$ cat src/rtl/mem_arbiter.sv
// Two-requester arbiter for a single-port memory: IDLE -> ADDR -> DATA, Ack the cycle after DATA.
// Define MEM_ARBITER_ROUND_ROBIN_EN for round-robin contention; default is fixed priority (A wins).
module mem_arbiter #(
  parameter int ADDR_W = 16,
  parameter int DATA_W = 16
) (
  input  logic              i_CLK,
  input  logic              i_RESET,
  input  logic              i_A_Req,
  input  logic              i_A_Write_EN,
  input  logic [ADDR_W-1:0] i_A_Address,
  input  logic [DATA_W-1:0] i_A_Data,
  output logic              o_A_Grant,
  output logic              o_A_Ack,
  output logic [DATA_W-1:0] o_A_Rd_Data,
  input  logic              i_B_Req,
  input  logic              i_B_Write_EN,
  input  logic [ADDR_W-1:0] i_B_Address,
  input  logic [DATA_W-1:0] i_B_Data,
  output logic              o_B_Grant,
  output logic              o_B_Ack,
  output logic [DATA_W-1:0] o_B_Rd_Data,
  output logic [ADDR_W-1:0] o_Mem_Address,
  output logic [DATA_W-1:0] o_Mem_Data,
  output logic              o_Mem_Write_EN,
  input  logic [DATA_W-1:0] i_Mem_Data
);

  typedef enum logic [1:0] {
    S_IDLE = 2'd0,
    S_ADDR = 2'd1,
    S_DATA = 2'd2
  } state_t;

  state_t            state_q;
  logic              win_b_q;
  logic              we_q;
  logic [ADDR_W-1:0] addr_q;
  logic [DATA_W-1:0] data_q;
  logic              a_ack_q, b_ack_q;
  logic [DATA_W-1:0] a_rd_q, b_rd_q;
  logic              a_grant, b_grant;

`ifdef MEM_ARBITER_ROUND_ROBIN_EN
  logic prio_b_q;  // 1: B wins the next contention
`endif

  always_comb begin
    a_grant = 1'b0;
    b_grant = 1'b0;
    if (state_q == S_IDLE) begin
`ifdef MEM_ARBITER_ROUND_ROBIN_EN
      if (i_A_Req && i_B_Req) begin
        a_grant = ~prio_b_q;
        b_grant = prio_b_q;
      end else begin
        a_grant = i_A_Req;
        b_grant = i_B_Req;
      end
`else
      a_grant = i_A_Req;
      b_grant = i_B_Req & ~i_A_Req;
`endif
    end
  end

  always_ff @(posedge i_CLK or posedge i_RESET) begin
    if (i_RESET) begin
      state_q  <= S_IDLE;
      win_b_q  <= 1'b0;
      we_q     <= 1'b0;
      addr_q   <= '0;
      data_q   <= '0;
      a_ack_q  <= 1'b0;
      b_ack_q  <= 1'b0;
      a_rd_q   <= '0;
      b_rd_q   <= '0;
`ifdef MEM_ARBITER_ROUND_ROBIN_EN
      prio_b_q <= 1'b0;
`endif
    end else begin
      a_ack_q <= 1'b0;
      b_ack_q <= 1'b0;
      case (state_q)
        S_IDLE: begin
          if (a_grant || b_grant) begin
            win_b_q <= b_grant;
            we_q    <= b_grant ? i_B_Write_EN : i_A_Write_EN;
            addr_q  <= b_grant ? i_B_Address  : i_A_Address;
            data_q  <= b_grant ? i_B_Data     : i_A_Data;
            state_q <= S_ADDR;
`ifdef MEM_ARBITER_ROUND_ROBIN_EN
            prio_b_q <= a_grant;
`endif
          end
        end
        S_ADDR: state_q <= S_DATA;
        S_DATA: begin
          state_q <= S_IDLE;
          if (win_b_q) b_ack_q <= 1'b1;
          else         a_ack_q <= 1'b1;
          if (!we_q) begin
            if (win_b_q) b_rd_q <= i_Mem_Data;
            else         a_rd_q <= i_Mem_Data;
          end
        end
        default: state_q <= S_IDLE;
      endcase
    end
  end

  // Decoded from state so an async reset drops the write strobe immediately
  assign o_Mem_Write_EN = (state_q == S_ADDR) && we_q;
  assign o_Mem_Address  = (state_q == S_IDLE) ? '0 : addr_q;
  assign o_Mem_Data     = (state_q == S_IDLE) ? '0 : data_q;

  assign o_A_Grant   = a_grant;
  assign o_B_Grant   = b_grant;
  assign o_A_Ack     = a_ack_q;
  assign o_B_Ack     = b_ack_q;
  assign o_A_Rd_Data = a_rd_q;
  assign o_B_Rd_Data = b_rd_q;

endmodule

$ cat config.mk
export PLATFORM = sky130hd
export DESIGN_NAME = mem_arbiter
export DESIGN_NICKNAME = d
export VERILOG_FILES = /design/src/rtl/mem_arbiter.sv
export SDC_FILE = /design/constraint.sdc
export NUM_CORES = 1
export LEC_CHECK = 0
export ABC_AREA = 1
export ABC_CLOCK_PERIOD_IN_PS = 2870
export CAP_MARGIN = 20
export CORE_MARGIN = 3
export CORE_UTILIZATION = 35
export DETAILED_ROUTE_END_ITERATION = 8
export GPL_ROUTABILITY_DRIVEN = 0
export GPL_TIMING_DRIVEN = 0
export PLACE_DENSITY = 0.68
export SETUP_SLACK_MARGIN = 0.5
export SLEW_MARGIN = 20
export SYNTH_ARGS = -nofsm -noshare
export SYNTH_HDL_FRONTEND = slang
export SYNTH_SLANG_ARGS = --single-unit
export TNS_END_PERCENT = 100
$ cat constraint.sdc
create_clock -name i_CLK -period 2.87 [get_ports i_CLK]
set_input_delay 0.574 -clock i_CLK [delete_from_list [all_inputs] [get_ports i_CLK]]
set_output_delay 0.574 -clock i_CLK [all_outputs]
set_load 0.005 [all_outputs]
==> results.py, run 1 <==
metrics = {
    "setup_path": {
        "cp.required_ns": 2.30,
        "crit_path_start_kind": "flip-flop",
        "cp.arrival_ns": 1.74,
        "end_kind": "primary output",
        "r2r-end": "data_q[4]",
        "regToRegSetupSlack_ns": 1.36,
        "worstPathMaxFanout": 10,
        "ff2ff_path_depth": 7,
        "r2r_start": "state_q[0]",
        "crit_start": "state_q[0]",
        "path_class": "flip-flop to primary output",
    },
    "routing": {
        "wl_um": 10400,
        "antenna_left": 0,
        "drt_iter0_drc": 136,
        "vias_per_cell": 4.48,
        "num_vias": 3599,
        "drc": 0,
        "dr.pass1.iters": 6,
        "wl_per_cell_um": 12.9,
    },
    "power": {
        "report.power.total_uw": 5720,
        "power_per_cell_area_nw_per_um2": 995,
        "power.internal_uw": 3670,
        "p_seq_frac": 0.306,
        "switchingPower_uw": 2050,
        "pwr-share-comb": 0.519,
        "ir_drop_v": 0.000424,
        "leakagePower_uw": 0.00306,
        "switching_share": 0.358,
        "clock_power_share": 0.175,
    },
    "yosys": {
        "syn_nets": 578,
        "syn_avg_cell_area_um2": 7.43,
        "yosysWarnings": 0,
        "syn_inst": 492,
        "synth.ff_latch_count": 70,
        "synth_area_um2": 3650,
        "synth_cell_types": 20,
        "ys_seq_area_frac": 0.479,
    },
    "global_route": {
        "grt_pass1_vias": 3451,
        "grt_overflow": 0,
        "grt_usage": 0.181,
        "grt_pass1_wl_um": 16700,
        "grt_max_degree": 41,
        "antenna_found_initial": 1,
    },
    "sta": {
        "fin_ws_ns": 0.561,
        "fin_crit_ns": 2.31,
        "finalMaxSlewViolations": 0,
        "period_share": 0.805,
        "grt_setup_unrepaired": "yes",
        "slew_headroom": 0.674,
        "worstMarginPinSlew_ns": 0.488,
        "clock.fmax_ghz": 0.433,
        "worst_clock_skew_ns": 0.00815,
        "setup_viol": 0,
        "finalHoldViolations": 0,
    },
    "clock_network": {
        "cts_buffers": 9,
        "clock_sinks": 70,
        "insertion_delay_ns": 0.35,
        "cts_tree": "built",
        "clk_pin_slew_ns": 0.08,
        "htreeDepth": 3,
        "clk_root_buffer_cell": "clkbuf_8",
        "holdBufCountCts": 0,
        "clk_path_buf_depth": 2,
    },
    "worst_hold_path": {
        "hold_depth": 1,
        "hp-class": "flip-flop to flip-flop",
        "min_to": "o_A_Ack",
        "hold_path.startpoint": "win_b_q",
    },
    "die": {
        "dieArea_um2": 11700,
        "dieWidth_um": 108,
        "io_pins": 155,
        "core_area_um2": 9950,
        "initial_core_util": 0.367,
        "dieHeight_um": 108,
        "rows": 36,
    },
    "final_layout": {
        "syn_to_final_growth_pct": 57.3,
        "drive_gt1_frac": 0.118,
        "fin_nets": 751,
        "post-route-util": 0.577,
    },
    "place": {
        "io_buffers": 154,
        "dp_hpwl_um": 7860,
        "dp_slack_ns": -0.0420,
    },
    "run_status": {
        "status": "complete, no violations",
    },
    "run": {
        "cap_violations": 0,
    },
}
-- how the worst max path moves through the flow --
stage	end
2_1_floorplan	addr_q[0]
5_1_grt	o_Mem_Data[5]
3_5_place_dp	o_B_Grant
4_1_cts	o_B_Grant
3_3_place_gp	addr_q[0]
6_report	o_Mem_Data[13]
-- layout by cell type, fill, tap and decap left out, types with 3 or more instances in the layout --
master | synthesis | layout
inv_1 | 121 | 120
nand2_1 | 131 | 131
nand3_1 | 66 | 66
buf_6 | 6 | 11
o21ai_2 | 18 | 18
bufinv_16 | 0 | 3
o21ai_1 | 14 | 14
buf_4 | 4 | 9
clkbuf_8 | 0 | 10
clkdlybuf4s50_1 | 0 | 150
buf_2 | 13 | 9
dfrtp_1 | 70 | 69
nor2_1 | 35 | 34
-- flip-flops by register name (all words and copies together), names as in the netlist --
signal       cells
o_A_Rd_Data     16
addr_q          16
we_q             1
data_q          16
o_B_Ack          1
state_q          2
o_B_Rd_Data     16
win_b_q          1
o_A_Ack          1
-- cells in the mapped netlist, drive strengths merged --
| master | count | area (um^2) |
|---|---|---|
| nor3b | 1 | 7.51 |
| clkbuf | 2 | 7.51 |
| o21ai | 34 | 249 |
| nand3 | 68 | 350 |
| nor2 | 38 | 160 |
| dfrtp | 70 | 1750 |
| nor3 | 1 | 5.00 |
| buf | 23 | 163 |
| inv | 123 | 462 |
| nand2 | 132 | 498 |
-- logic make-up after synthesis --
kind of cell,count (synthesis),synth area share
buf+inv,148,0.173
compound gates,34,0.0682
simple gates,240,0.279
flops,70,0.479
-- cell type report --
| type | instances | area [um^2] |
|---|---|---|
| buffer | 25 | 203 |
| clock buffer | 10 | 138 |
| inverter | 123 | 464 |
| clock inverter | 6 | 116 |
| sequential | 70 | 1750 |
| tap | 133 | 166 |
| timing repair buffer | 162 | 1620 |
| antenna | 1 | 2.50 |
| fill | 931 | 4210 |
| multi-input combinational | 274 | 1280 |
-- repair_timing --
action	CTS	global route
setup buffers	6	1
pin swaps	2	1
gates resized for setup	15	6
setup endpoints to repair	34	34
-- power groups by stage --
stage	Sequential [uW]	Combinational, uW	Clock (uW)
after global placement	1750	2790	0
after CTS	1750	2970	1030
after floorplan	1740	1370	0
after detailed placement	1770	2830	0
final	1750	2970	1000
after global routing	1810	3310	1070
-- critical path, cell delays in order (launching register included) --
cell and delay [ns]:
dfrtp_1 0.39, nor2_4 0.06, buf_8 0.14, buf_4 0.17
nor2_1 0.11, clkdlybuf4s50_1 0.52
-- per-stage QoR --
| step | cells | TNS [ns] | hold slack [ns] | instance area [um^2] |
|---|---|---|---|---|
| final | 804 | 0 | 0.475 | 5750 |
| after global routing | 804 | 0 | 0.488 | 5750 |
| after CTS | 802 | 0 | 0.476 | 5720 |
| after detailed placement | 780 | -0.0420 | 0.463 | 5380 |
| after global placement | 779 | -48.41 | 0.454 | 5360 |
| after floorplan | 492 | 0 | 0.442 | 3650 |
-- layer usage --
layer	vias to the layer above	part of all wire	track usage	routed length, um
met4	0	0.015	0.0640	158
met1	1652	0.43	0.229	4430
li1	1797	-	-	-
met2	135	0.47	0.299	4870
met3	15	0.086	0.0490	894
met5	-	0	0	0
Note: power is estimated with default switching activity, not from simulation.
==> run 2, diff against run 1 <==
- ABC_CLOCK_PERIOD_IN_PS: 2870 -> 2400
- clock period: 2.87 -> 2.4 ns (I/O delays scaled with it)
==> run 2 against run 1 <==
  * Sequential power grew 20%
  * Clock skew is 0.0013 ns lower
  * Clock power rose by 9%
  * Power is 26% higher
  * Flip-flop and latch count stayed put
  * Hold slack gained 0.0038 ns
  * Cell count is 2.2% higher
==> results.py, run 2 (same netlist as run 1, synthesis figures left out) <==
metrics = {
    "final_layout": {
        "final_cell_count_no_fill": 822,
        "fillerInstances": 908,
        "stdcell_area_um2": 5890,
        "fin_nets": 769,
        "mostFrequentLayoutCell": "nand2_1",
        "syn_to_final_growth_pct": 61.2,
        "drive_gt1_frac": 0.214,
        "final_cell_mix": "nand2_1, inv_1, clkdlybuf4s50_1",
    },
    "setup_path": {
        "slowest_stage": "dfrtp_2",
        "cpPeakStageDelay_ns": 0.43,
        "critPathBufInv": 4,
        "path_delay_family": "buffers and inverters",
        "end_kind": "primary output",
        "worstPathMaxFanout": 5,
        "path_cells": "nor2_4, buf_8, buf_12, clkbuf_16, nor2_2, buf_2",
        "cp.arrival_ns": 1.46,
        "cp.required_ns": 1.92,
        "crit_path_start_kind": "flip-flop",
        "path_class": "flip-flop to primary output",
    },
    "power": {
        "ir_drop_v": 0.000500,
        "report.power.total_uw": 7180,
        "power_per_cell_area_nw_per_um2": 1220,
        "leakagePower_uw": 0.00319,
    },
    "sta": {
        "setup_viol": 0,
        "fin_hold_ws_ns": 0.479,
        "slew_headroom": 0.720,
        "fin_crit_ns": 1.94,
        "clock.fmax_ghz": 0.517,
        "finalHoldViolations": 0,
        "worstMarginPinSlew_ns": 0.419,
        "worst_clock_skew_ns": 0.00686,
        "period_share": 0.806,
        "grt_setup_unrepaired": "yes",
        "fin_ws_ns": 0.465,
        "finalMaxSlewViolations": 0,
    },
    "die": {
        "dieHeight_um": 108,
        "io_pins": 155,
        "dieWidth_um": 108,
        "initial_core_util": 0.367,
        "rows": 36,
        "core_area_um2": 9950,
        "dieArea_um2": 11700,
    },
    "place": {
        "dp_hpwl_um": 7870,
        "placed_cells": 781,
        "io_buffers": 154,
        "place_area_um2": 5410,
        "dp_slack_ns": -0.294,
    },
    "routing": {
        "drc": 0,
        "num_vias": 3701,
        "vias_per_cell": 4.50,
        "drt_iter0_drc": 120,
        "wl_met1_um": 4510,
        "dr.pass1.iters": 4,
        "wl_um": 10600,
        "wl_met3_um": 847,
        "antenna_left": 0,
        "met2WireLength_um": 5120,
        "top_layer_used": "met4",
        "wl_per_cell_um": 12.9,
    },
    "global_route": {
        "grt_overflow": 0,
        "grt_max_degree": 32,
        "antenna_found_initial": 1,
        "grt_pass1_vias": 3739,
        "grt_pass1_wl_um": 17200,
        "grt_usage": 0.184,
    },
    "clock_network": {
        "clk_pin_slew_ns": 0.08,
        "insertion_delay_ns": 0.34,
        "clk_root_buffer_cell": "clkbuf_8",
        "holdBufCountCts": 0,
        "cts_tree": "built",
        "clk_path_buf_depth": 2,
        "clock_sinks": 70,
        "htreeDepth": 3,
        "cts_buffers": 9,
    },
    "run": {
        "cap_violations": 0,
    },
    "run_status": {
        "status": "complete, no violations",
    },
    "worst_hold_path": {
        "hp-class": "flip-flop to flip-flop",
    },
}
==> run 2: cell types whose count changed in the layout (fill, tap and decap cells not counted), moves of 4 or more <==
cell             change
nor2_1              -13
buf_6                +4
buf_4               +10
buf_2                +8
clkbuf_2            +23
buf_8                +6
nor2_2               +7
nor2_4               +6
clkdlybuf4s50_1     -33
==> run 2: worst register-to-register path, cell delays in order (launching register included) <==
cell and delay, ns:
dfrtp_2 0.39, nor2_4 0.05, buf_6 0.12, buf_4 0.12
buf_4 0.12, buf_4 0.12, buf_4 0.12, buf_4 0.13
o21ai_4 0.10, inv_4 0.09, buf_4 0.18, nand3_1 0.10
nand2_1 0.05
==> run 2: path summary, 6_finish.rpt <==
check / start / cells after the start / to / slack [ns]
max in group asynchronous: i_RESET / 3 / state_q[1] / 1.42
setup reg to reg: state_q[0] / 12 / addr_q[7] / 0.59
min in group asynchronous: i_RESET / 2 / o_B_Rd_Data[11] / 0.49
hold reg to reg: win_b_q / 1 / o_A_Ack / 0.48
hold / removal: win_b_q / 1 / o_A_Ack / 0.48
setup / recovery: state_q[0] / 6 / o_Mem_Data[3] / 0.46
==> run 2: area by class of cell <==
class / instances / area (um^2) / area share
diodes: 1 / 2.50 / 0.000425
plain buffers: 25 / 236 / 0.0402
clock buffers: 9 / 124 / 0.0210
clock inverters: 7 / 104 / 0.0176
inverters: 123 / 468 / 0.0795
multi-input cells: 274 / 1350 / 0.229
flip-flops and latches: 70 / 1750 / 0.298
well taps: 133 / 166 / 0.0283
repair buffers: 180 / 1680 / 0.286
==> run 2: where the power goes <==
group	leakage, uW	internal (uW)	switching, uW
sequential	0.000856	1770	330
combinational	0.00222	2120	1870
clock	0.000115	600	494
==> run 2: repair_timing <==
| action | 4_1_cts | 5_1_grt |
|---|---|---|
| setup buffers | 18 | 3 |
| cloned | 2 | 1 |
| endpoints found under the setup margin | 35 | 64 |
| gates resized for setup | 86 | 100 |
| pin swaps | 3 | 1 |
==> run 2: metal layers <==
metal  global-route usage  up-vias
li1                     -     1832
met1                0.226     1698
met2                0.313      149
met3               0.0466       22
met4               0.0658        0
met5                    0        -
==> run 2: metrics by stage <==
stage / setup TNS [ns] / utilization
after floorplan: 0 / -
after global placement: -0.293 / 0.539
after detailed placement: -0.316 / 0.543
after CTS: 0 / 0.587
after global routing: 0 / 0.592
final: 0 / 0.592
